$ cat src/rtl/host_link_pkg.sv
// host_link_pkg
//   Shared definitions for the host link adapter:
//     - tx_state_t : serialiser state encoding (IDLE / SEND)
//     - clog2      : ceiling log2 for elaboration-time sizing
//     - beats      : number of link beats per host word
//     - idx_width  : width of an index into n items (at least 1 bit)
package host_link_pkg;

  typedef enum logic [0:0] {
    IDLE = 1'b0,
    SEND = 1'b1
  } tx_state_t;

  function automatic int clog2(input int value);
    int r;
    r = 0;
    for (int v = value - 1; v > 0; v = v >> 1) begin
      r = r + 1;
    end
    return r;
  endfunction

  function automatic int beats(input int word_w, input int htif_w);
    return word_w / htif_w;
  endfunction

  // A counter over a single item still needs one bit to exist.
  function automatic int idx_width(input int n);
    return (n > 1) ? clog2(n) : 1;
  endfunction

endpackage

$ cat src/rtl/host_link_fifo.sv
// host_link_fifo
//   Synchronous FIFO used for both directions of the host link adapter.
//   Push when push_valid and not full; pop when pop_ready and not empty.
//   Simultaneous push and pop are allowed whenever each is individually
//   legal. A full FIFO refuses a push even if a pop happens on the same edge.
//   Ports:
//     clk, reset  : clock, synchronous active-high reset (empties the FIFO)
//     push_valid  : write request, push_data is the word written
//     pop_ready   : read request, pop_data is the current head
//     count       : current occupancy (0..DEPTH); full/empty derive from it
module host_link_fifo
  import host_link_pkg::*;
#(
  parameter int WIDTH = 64,
  parameter int DEPTH = 4
) (
  input  logic                        clk,
  input  logic                        reset,
  input  logic                        push_valid,
  input  logic [WIDTH-1:0]            push_data,
  input  logic                        pop_ready,
  output logic [WIDTH-1:0]            pop_data,
  output logic [idx_width(DEPTH):0]   count
);

  localparam int AW = idx_width(DEPTH);

  logic [WIDTH-1:0] mem [DEPTH];
  logic [AW-1:0]    wr_ptr;
  logic [AW-1:0]    rd_ptr;
  logic             full;
  logic             empty;
  logic             do_push;
  logic             do_pop;

  assign full     = (count == (AW+1)'(DEPTH));
  assign empty    = (count == '0);
  assign do_push  = push_valid && !full;
  assign do_pop   = pop_ready && !empty;
  assign pop_data = mem[rd_ptr];

  // DEPTH is a power of two, so the pointers wrap naturally.
  always_ff @(posedge clk) begin
    if (reset) begin
      wr_ptr <= '0;
      rd_ptr <= '0;
      count  <= '0;
    end else begin
      if (do_push) wr_ptr <= wr_ptr + AW'(1);
      if (do_pop)  rd_ptr <= rd_ptr + AW'(1);
      case ({do_push, do_pop})
        2'b10:   count <= count + (AW+1)'(1);
        2'b01:   count <= count - (AW+1)'(1);
        default: count <= count;
      endcase
    end
  end

  // Storage needs no reset: empty/full tracking guards every read.
  always_ff @(posedge clk) begin
    if (do_push) mem[wr_ptr] <= push_data;
  end

endmodule

$ cat src/rtl/host_link_adapter.sv
// host_link_adapter
//   Host-channel adapter between a host driver and the core's narrow io_host
//   link. Host words are queued in a tx FIFO and serialised LSB beat first
//   onto io_host_in; beats from io_host_out are reassembled and queued in an
//   rx FIFO for the host. A tohost monitor and a cycle watchdog give
//   simulation and FPGA tops a common termination signal.
//   Ports:
//     clk, reset                 : clock, synchronous active-high reset
//     tx_valid/tx_ready/tx_data  : host words toward the core
//     rx_valid/rx_ready/rx_data  : host words from the core (FIFO head)
//     io_host_in_*               : beats toward the core
//     io_host_out_*              : beats from the core
//     tohost_valid/tohost_data   : tohost write monitor input
//     max_cycles                 : watchdog limit, 0 disables it
//     done/exit_code             : sticky completion and captured exit code
//     timeout                    : sticky watchdog expiry
//     pass                       : done with exit code 0 and no timeout
//     tx_state                   : serialiser state, for observation
//   Handshake rule for every valid/ready pair: a transfer happens on an edge
//   where valid and ready are both high; valid never depends on ready.
module host_link_adapter
  import host_link_pkg::*;
#(
  parameter int HTIF_WIDTH = 16,
  parameter int WORD_WIDTH = 64,
  parameter int FIFO_DEPTH = 4,
  parameter int CNT_WIDTH  = 64
) (
  input  logic                  clk,
  input  logic                  reset,
  input  logic                  tx_valid,
  output logic                  tx_ready,
  input  logic [WORD_WIDTH-1:0] tx_data,
  output logic                  rx_valid,
  input  logic                  rx_ready,
  output logic [WORD_WIDTH-1:0] rx_data,
  output logic                  io_host_in_valid,
  input  logic                  io_host_in_ready,
  output logic [HTIF_WIDTH-1:0] io_host_in_bits,
  input  logic                  io_host_out_valid,
  output logic                  io_host_out_ready,
  input  logic [HTIF_WIDTH-1:0] io_host_out_bits,
  input  logic                  tohost_valid,
  input  logic [31:0]           tohost_data,
  input  logic [CNT_WIDTH-1:0]  max_cycles,
  output logic                  done,
  output logic [30:0]           exit_code,
  output logic                  timeout,
  output logic                  pass,
  output tx_state_t             tx_state
);

  localparam int BEATS = beats(WORD_WIDTH, HTIF_WIDTH);
  localparam int BW    = idx_width(BEATS);
  localparam int AW    = idx_width(FIFO_DEPTH);
  localparam logic [BW-1:0] LAST_BEAT = BW'(BEATS - 1);
  localparam logic [AW:0]   DEPTH_CNT = (AW+1)'(FIFO_DEPTH);

  // ---------------------------------------------------------------- tx path
  logic [WORD_WIDTH-1:0] tx_head;
  logic [AW:0]           tx_count;
  logic                  tx_push;
  logic                  tx_pop;
  logic                  tx_more;
  logic                  tx_last;
  logic                  in_fire;
  logic                  halted;
  logic [BW-1:0]         tx_beat;
  tx_state_t             state;
  tx_state_t             state_next;

  assign tx_ready = (tx_count != DEPTH_CNT);
  assign tx_push  = tx_valid && tx_ready;
  assign halted   = done || timeout;
  assign tx_last  = (tx_beat == LAST_BEAT);
  assign in_fire  = io_host_in_valid && io_host_in_ready;
  assign tx_pop   = in_fire && tx_last;
  // Another word is ready right after this pop: either one is already queued
  // behind the head, or one is being pushed on the same edge.
  assign tx_more  = (tx_count > (AW+1)'(1)) || tx_push;
  assign tx_state = state;

  host_link_fifo #(
    .WIDTH (WORD_WIDTH),
    .DEPTH (FIFO_DEPTH)
  ) u_tx_fifo (
    .clk        (clk),
    .reset      (reset),
    .push_valid (tx_valid),
    .push_data  (tx_data),
    .pop_ready  (tx_pop),
    .pop_data   (tx_head),
    .count      (tx_count)
  );

  always_ff @(posedge clk) begin
    if (reset) state <= IDLE;
    else       state <= state_next;
  end

  // A word already in SEND always completes; halting only prevents the
  // serialiser from starting another one.
  always_comb begin
    state_next = state;
    case (state)
      IDLE: if ((tx_count != '0) && !halted) state_next = SEND;
      SEND: if (tx_pop && !(tx_more && !halted)) state_next = IDLE;
      default: state_next = IDLE;
    endcase
  end

  // Beats come straight from the FIFO head; no output register. The reset
  // term keeps a stale SEND state from emitting a beat during reset.
  always_comb begin
    io_host_in_valid = (state == SEND) && !reset;
    io_host_in_bits  = tx_head[int'(tx_beat)*HTIF_WIDTH +: HTIF_WIDTH];
  end

  always_ff @(posedge clk) begin
    if (reset) begin
      tx_beat <= '0;
    end else if (in_fire) begin
      tx_beat <= tx_last ? '0 : tx_beat + BW'(1);
    end
  end

  // ---------------------------------------------------------------- rx path
  logic [WORD_WIDTH-1:0] rx_shift;
  logic [WORD_WIDTH-1:0] rx_word;
  logic [AW:0]           rx_count;
  logic [BW-1:0]         rx_beat;
  logic                  rx_last;
  logic                  rx_full;
  logic                  out_fire;
  logic                  rx_push;
  logic                  rx_pop;

  assign rx_last  = (rx_beat == LAST_BEAT);
  assign rx_full  = (rx_count == DEPTH_CNT);
  assign rx_valid = (rx_count != '0);
  assign rx_pop   = rx_ready && rx_valid;
  // Only the beat that completes a word needs FIFO space, so only it stalls.
  assign io_host_out_ready = !(rx_last && rx_full);
  assign out_fire = io_host_out_valid && io_host_out_ready;
  assign rx_push  = out_fire && rx_last;

  // The word pushed on the last beat includes that beat, merged here.
  always_comb begin
    rx_word = rx_shift;
    rx_word[int'(rx_beat)*HTIF_WIDTH +: HTIF_WIDTH] = io_host_out_bits;
  end

  host_link_fifo #(
    .WIDTH (WORD_WIDTH),
    .DEPTH (FIFO_DEPTH)
  ) u_rx_fifo (
    .clk        (clk),
    .reset      (reset),
    .push_valid (rx_push),
    .push_data  (rx_word),
    .pop_ready  (rx_pop),
    .pop_data   (rx_data),
    .count      (rx_count)
  );

  always_ff @(posedge clk) begin
    if (reset) begin
      rx_beat  <= '0;
      rx_shift <= '0;
    end else if (out_fire) begin
      rx_beat  <= rx_last ? '0 : rx_beat + BW'(1);
      rx_shift <= rx_last ? '0 : rx_word;
    end
  end

  // ----------------------------------------------------- watchdog / tohost
  logic [CNT_WIDTH-1:0] cycle_cnt;

  // Saturates so a disabled watchdog never wraps back into a match.
  always_ff @(posedge clk) begin
    if (reset) begin
      cycle_cnt <= '0;
    end else if (cycle_cnt != '1) begin
      cycle_cnt <= cycle_cnt + CNT_WIDTH'(1);
    end
  end

  // Comparing cycle_cnt+1 makes timeout visible after exactly max_cycles
  // edges following reset release.
  always_ff @(posedge clk) begin
    if (reset) begin
      timeout <= 1'b0;
    end else if ((max_cycles != '0) && (cycle_cnt + CNT_WIDTH'(1) == max_cycles)) begin
      timeout <= 1'b1;
    end
  end

  // First odd tohost write wins; everything after it is ignored.
  always_ff @(posedge clk) begin
    if (reset) begin
      done      <= 1'b0;
      exit_code <= '0;
    end else if (tohost_valid && tohost_data[0] && !done) begin
      done      <= 1'b1;
      exit_code <= tohost_data[31:1];
    end
  end

  assign pass = done && (exit_code == '0) && !timeout;

endmodule
$ cat config.mk
export PLATFORM = sky130hd
export DESIGN_NAME = host_link_adapter
export DESIGN_NICKNAME = d
export VERILOG_FILES = /design/src/rtl/host_link_pkg.sv /design/src/rtl/host_link_fifo.sv /design/src/rtl/host_link_adapter.sv
export SDC_FILE = /design/constraint.sdc
export NUM_CORES = 1
export LEC_CHECK = 0
export BUFFER_PORTS_ARGS = -buffer_cell sky130_fd_sc_hd__clkbuf_2
export CAP_MARGIN = 10
export CORE_MARGIN = 10
export CORE_UTILIZATION = 50
export CTS_CLUSTER_DIAMETER = 40
export DETAILED_ROUTE_END_ITERATION = 16
export GPL_TIMING_DRIVEN = 0
export PLACE_DENSITY = 0.72
export SLEW_MARGIN = 10
export SYNTH_ARGS = -nofsm -noshare
export SYNTH_HDL_FRONTEND = slang
export SYNTH_SLANG_ARGS = --single-unit
$ cat constraint.sdc
create_clock -name clk -period 2.8 [get_ports clk]
set_input_delay 0.28 -clock clk [delete_from_list [all_inputs] [get_ports clk]]
set_output_delay 0.28 -clock clk [all_outputs]
set_load 0.01 [all_outputs]
; ---- Yosys cells after proc, flatten, opt, wreduce, memory -nomap -nowiden
; Memories as Yosys holds them, arrays and structs flattened. A register that Yosys moved wholly into a read port is not among the register bits.
; Cells that the tools add are included.
[word_totals]
register_bits = 180
latch_bits = 0
ram_bits = 512
romBits = 0
in_bits = 183
out_inout_bits = 119
wordCells = 101
n_memories = 2
[classes]
addsub = 12
multipliers = 0
div = 0
order_cmp = 1
n_eq_ne = 11
n_shift = 3
mux = 17
bitwise_logic = 1
reduce_logical = 40
[memory_table]
columns = name, words, width, read_ports, rd_clocked_by_memory_dff, write_ports, line
row1 = u_rx_fifo.mem, 4, 64, 1, 1, 1, host_link_fifo.sv:28  ; logic [WIDTH-1:0] mem [DEPTH];
row2 = u_tx_fifo.mem, 4, 64, 1, 1, 1, host_link_fifo.sv:28
[op_table]
columns = operator, count
row1 = adder 64 x 1 -> 64 bit (second input constant), 1
row2 = bitwise mux 64 bit, 1
row3 = == test 64 bit, 1
row4 = two-way mux 64 bit, 1
row5 = inequality test 64 bit (second input constant), 1
row6 = nonzero test 64 bit, 1
row7 = variable shift 16 x 33 -> 64 bit (first input constant), 1
row8 = indexed part select 16 x 33 -> 64 bit, 1
row9 = indexed part select 64 x 7 -> 16 bit, 1
row10 = negation 6 -> 33 bit, 1
row11 = logical NOT 31 bit, 1
row12 = logical AND 1 bit, 20
row13 = adder 2 x 1 -> 2 bit (second input constant), 6
row14 = two-way mux 2 bit, 6
row15 = one-hot mux 3 bit (2 select lines), 2
row16 = logical NOT 1 bit, 10
row17 = == test 2 bit (second input constant), 4
row18 = adder 3 x 1 -> 3 bit (second input constant), 2
row19 = == test 3 bit (second input constant), 2
row20 = logical NOT 3 bit, 2
row21 = two-way mux 1 bit, 6
row22 = nonzero test 3 bit, 2
row23 = subtractor 3 x 1 -> 3 bit (second input constant), 2
row24 = == test 2 x 1 -> 1 bit (second input constant), 2
row25 = 6 further kinds, 8

; ---- Longest topological paths before layout
[logic_depth]
ltp_word = 8
ltp_mapped = 11
ltp_nobuf = 10

; ---- Hierarchy
; A second synthesis with hierarchy kept.
[unflattened]
cells_unflattened = 2087
area_unflattened_um2 = 29897.4
[by_module_without_submodules]
columns = module, instances, cells_per_inst, area_each_um2, seq_area_each_um2
row1 = host_link_fifo, 2, 384, 9786.9, 7867.5
row2 = host_link_adapter, 1, 1319, 10323.7, 3323.2

; ---- Worst setup path before layout
; No wires, ideal clock.
[synth_timing]
path_type = register -> register
start = reg rx_beat[0]
end = mem u_rx_fifo.mem[1][0], enable pin
setup_ns = 0.429
t_arrival_ns = 2.640
required_ns = 2.371
setup_slack_ns = -0.269
stages_incl_launch_ff = 5
path_buffers = 0
synth_period_minus_slack_ns = 3.069
cell_sequence = dfxtp_1 > ha_1 > nand2_1 > a21oi_1 > and2_1
[synth_between]
elab_chain_len = 8
[synth_rtl]
columns = element, line
row1 = from (decl), host_link_adapter.sv:131  ; logic [BW-1:0] rx_beat;
row2 = from (signal assigned), host_link_adapter.sv:171  ; rx_beat <= rx_last ? '0 : rx_beat + BW'(1);
row3 = == test 2 bit (*), host_link_adapter.sv:138  ; assign rx_last = (rx_beat == LAST_BEAT);
row4 = logical AND 1 bit, host_link_adapter.sv:143  ; assign io_host_out_ready = !(rx_last && rx_full);
row5 = logical NOT 1 bit, host_link_adapter.sv:143
row6 = logical AND 1 bit, host_link_adapter.sv:144  ; assign out_fire = io_host_out_valid && io_host_out_ready;
row7 = logical AND 1 bit (*), host_link_adapter.sv:145  ; assign rx_push = out_fire && rx_last;
row8 = logical AND 1 bit (*), host_link_fifo.sv:38  ; assign do_push = push_valid && !full;
row9 = two-way mux 1 bit (*), host_link_fifo.sv:61  ; if (do_push) mem[wr_ptr] <= push_data;
row10 = two-way mux 1 bit (not written as such) (*), host_link_fifo.sv:61
row11 = to (decl), host_link_fifo.sv:28
; Every way passes the cells marked *; elsewhere a longest branch is shown, timed or not.

; ---- Final worst setup path
[layout_timing]
start = reg cycle_cnt[11]
end = reg timeout
[layout_between]
elab_chain_len = 3
[layout_rtl]
columns = element, line
row1 = from (decl), host_link_adapter.sv:177  ; logic [CNT_WIDTH-1:0] cycle_cnt;
row2 = from (signal assigned), host_link_adapter.sv:184  ; cycle_cnt <= cycle_cnt + CNT_WIDTH'(1);
row3 = adder 64 x 1 -> 64 bit, host_link_adapter.sv:193  ; end else if ((max_cycles != '0) && (cycle_cnt + CNT_WIDTH'(1) == max_cycles)) begin
row4 = == test 64 bit, host_link_adapter.sv:193
row5 = logical AND 1 bit, host_link_adapter.sv:193
row6 = to (signal assigned), host_link_adapter.sv:192  ; timeout <= 1'b0;
row7 = to (signal assigned), host_link_adapter.sv:194  ; timeout <= 1'b1;
row8 = to (decl), host_link_adapter.sv:48  ; output logic timeout,
; Every way passes these cells.
; A chain may end at the register's enable or synchronous reset.

==> results.md <==
* Die height at 263 um
* GPL Wtd Cong at around 0.94
* Psw at approximately 6 mW
* Total track usage at roughly a quarter
* Peak Freq at roughly 310 MHz
* Internal Power at 19.8 mW
* Met1 WL at 34.4 mm
* Metal2 WL at 47.7 mm
* DR iter-0 viols at between 1500 and 2000
* Hpwl dp at between 60 and 70 mm
* Initial Util at approximately half
* Drt wl/cell at about 26 um
* Failing checks: negative setup slack
* Gr ovfl total at 0
* TritonCTS clock tree: yes
* Vias per cell at approximately 6.0
* Layout Cells excl Fill at 3559
* Worst slew pin tran at about 970 ps
* Final core area utilization at between 60% and 70%
* Setup TNS at -862 ps
* Synth Area per Inst at 13.8 um^2
* CP endpoint kind: flip-flop
* Yosys reg bits at 696
* Final setup viols at 11
* Layout area overhead at 28.7%
* Hold Crit Depth at 4
* Worst-Skew Late Latency at 660 ps
* Syn Nets at 2350
* Cts bufs inserted at 100
* Clock Skews at roughly 42 ps
* Clock root cell: clkbuf_16
* Reg area at ~19000 um^2
* Drt drc at 0
* Post-synth top area share at between 50% and 60%
* Max_slew headroom at around a third
* Max-cap violations at 0
* Num rows at 89
* Synth area leader: edfxtp_1
* Critical Path RT at approximately 3400 ps
* Clock power share at 50.3%
* I/O Pins at between 300 and 400
* Nets at between 2000 and 3000
* Sw frac at about a quarter
* Sequential power share at between 40% and 50%
* Initial antenna violation count at 7
* Port Buffer Count at approximately 300
* RR Startpoint: cycle_cnt[11]$_SDFFE_PP0P_
* Setup WS post-layout at -392 ps
* Sequential area share after synthesis at approximately 64%
* Crit path from: cycle_cnt[11]$_SDFFE_PP0P_
* Tightest Hold Check Type: in2reg
* R2R depth at 11
* Largest net degree at the start of global routing at 48
* Uppermost layer routed: met5
* Synthesized area at between 20000 and 30000 um^2
* Comb pwr share at about 5.6%
* CP Max Fanout at 5
* Ys flop type: edfxtp_1
* Die area at approximately 70000 um^2
* Reg2reg setup slack at -390 ps
* Share of cells above drive strength 1 at 30.2%
* Final min period at between 3000 and 4000 ps
* Hold Startpoint: rx_ready
* CTS clk-pin slew, worst paths at around 50 ps
* WS Path Type: reg2reg
* Top post-synthesis cells by area: edfxtp_1, dfxtp_1, mux4_2, a21oi_1, xnor2_1
* Synth warnings at 0
* Longest Clk Path Bufs at 3
* Met3 WL at 7.95 mm
* Fin. max-slew vios at 0
* Power Density at roughly 680 nW/um^2
* Number of global-route vias before repair at 22245
* Final hold vios at 0
* Core area at around 60000 um^2
* VDD IR max at 0.805 mV
* First-pass DRT Iterations at 7
* DRT Wirelength at approximately 94 mm
* CP arrival at ~3800 ps
* Worst setup SP type: flip-flop
* EDFF count, synth at 512
* Async SR Flop Fraction at 0%
* Multi-input logic area at 10200 um^2
* DP Area at around 32000 um^2
* Antenna Nets Post-Route at 0
* Design Area, Final at between 30000 and 40000 um^2
* Final hold slack at slightly above 100 ps
* Status: complete, but fails checks
* Filler cells at roughly 4100
* RSZ-0062 raised after global routing: yes
* Die Wd at between 200 and 300 um
* First-pass GRT wire length at ~140 mm
* Final Cycle Share at 114%
* FF-to-FF End: timeout$_SDFFE_PP0P_
* Cell count after synthesis at around 2100
* H-tree depth at 3
* Vias at around 21000
* Dpl cells at 3225
* Clock Sinks at about 700
* Yosys cell types at 81
* Leak at between 10 and 15 nW
Yosys cell counts (all sizes together) (3+ instances only):
cell / number
a31oi: 71
o2111ai: 3
and4: 12
nor3b: 6
xor2: 40
xnor2: 81
nand3: 41
mux4: 144
and3: 19
or2: 3
clkbuf: 93
ha: 21
o211ai: 4
nand2b: 6
o31ai: 3
mux2i: 5
a21oi: 172
o21ai: 77
nor2b: 8
a211oi: 3
edfxtp: 512
nor4b: 4
nand3b: 5
and2: 10
nor4: 49
or3: 11
or4: 11
nor3: 33
nand2: 177
buf: 32
dfxtp: 184
nor2: 122
nand4: 43
a22oi: 3
inv: 96
worst max-delay path, cell delays in order, from the launching register on:
cell      delay, ps
dfxtp_1         410
nand4_1         130
buf_6           160
nor4_4          310
buf_6           180
nand4_4         130
nor3_4          260
xnor2_2         110
a222oi_1        610
nand4_1         170
or4_4           440
o32ai_2         190
final cells by class:
class | count | area share [%]
Multi-Input combinational cell | 1228 | 26.8
Tap cell | 773 | 2.54
Inverter | 96 | 0.945
Timing Repair Buffer | 462 | 8.71
Buffer | 112 | 1.68
Clock buffer | 114 | 6.81
Sequential cell | 696 | 50.1
Antenna cell | 3 | 0.0197
Clock inverter | 75 | 2.41
power by group through the flow:
stage          clock network, mW  registers (mW)  logic [mW]
2_1_floorplan                  0            11.6       0.631
3_3_place_gp                   0            11.6        1.17
3_5_place_dp                   0            11.6        1.24
4_1_cts                     13.0            11.4        1.38
5_1_grt                     13.6            11.4        1.52
6_report                    13.0            11.4        1.44
registers in the layout, indices dropped and copies added, names as in the netlist, 2 cells and up, named ones only:
| name | flops |
|---|---|
| u_rx_fifo.wr_ptr | 2 |
| u_rx_fifo.rd_ptr | 2 |
| u_tx_fifo.rd_ptr | 2 |
| u_rx_fifo.count | 3 |
| u_tx_fifo.mem | 256 |
| u_tx_fifo.wr_ptr | 2 |
| u_rx_fifo.mem | 256 |
| tx_beat | 2 |
| rx_beat | 2 |
| u_tx_fifo.count | 3 |
| rx_shift | 64 |
| cycle_cnt | 64 |
| exit_code | 31 |
per-stage QoR:
stage | setup WS, ps | total power [mW]
finish | -392 | 25.8
detailed placement | -1150 | 12.8
floorplan | -31.1 | 12.2
CTS | -328 | 25.8
global placement | -1220 | 12.8
global route | -463 | 26.5
cells in the final DEF, fill, tap and decap left out, types with 78 or more instances in the layout:
master and n:
mux4_2 144, dlygate4sd3_1 98, clkbuf_2 304, nand2_1 173, inv_1 95, dfxtp_1 157
xnor2_1 78, a21oi_1 172, edfxtp_1 512, clkbuf_16 102, nor2_1 118
worst max-delay path by stage:
stage | slack, ps | end | cells after the start
final | -390 | timeout$_SDFFE_PP0P_ | 11
after global routing | -460 | timeout$_SDFFE_PP0P_ | 12
after global placement | -1220 | timeout$_SDFFE_PP0P_ | 10
after CTS | -330 | timeout$_SDFFE_PP0P_ | 10
after detailed placement | -1150 | timeout$_SDFFE_PP0P_ | 10
after floorplan | -30 | timeout$_SDFFE_PP0P_ | 10
metal layers:
layer,GRT usage (%),vias to the layer above
met4,10.8,8
met1,31.1,10741
li1,-,9333
met2,45.1,1121
met3,6.00,251
met5,0,-
cell families (layout without fill, tap and decap cells):
group / after synthesis / after routing / share of synthesized area, %
simple gates: 568 / 568 / 9.93
other cells: 0 / 3 / 0
fa+ha+maj: 22 / 22 / 0.955
compound gates: 366 / 366 / 7.06
buf+inv: 221 / 859 / 2.87
xor+xnor: 123 / 123 / 3.73
flops: 696 / 696 / 64.3
mux: 149 / 149 / 11.1
timing repair:
action                                 4_1_cts  5_1_grt
endpoints found under the hold margin      289        0
pin swaps                                   21       19
gates resized for setup                    181       82
buffers inserted                            41       11
cloned                                       4        2
hold buffers                                98        0
setup endpoints to repair                  193      256
Note: power is estimated with default switching activity, not from simulation.
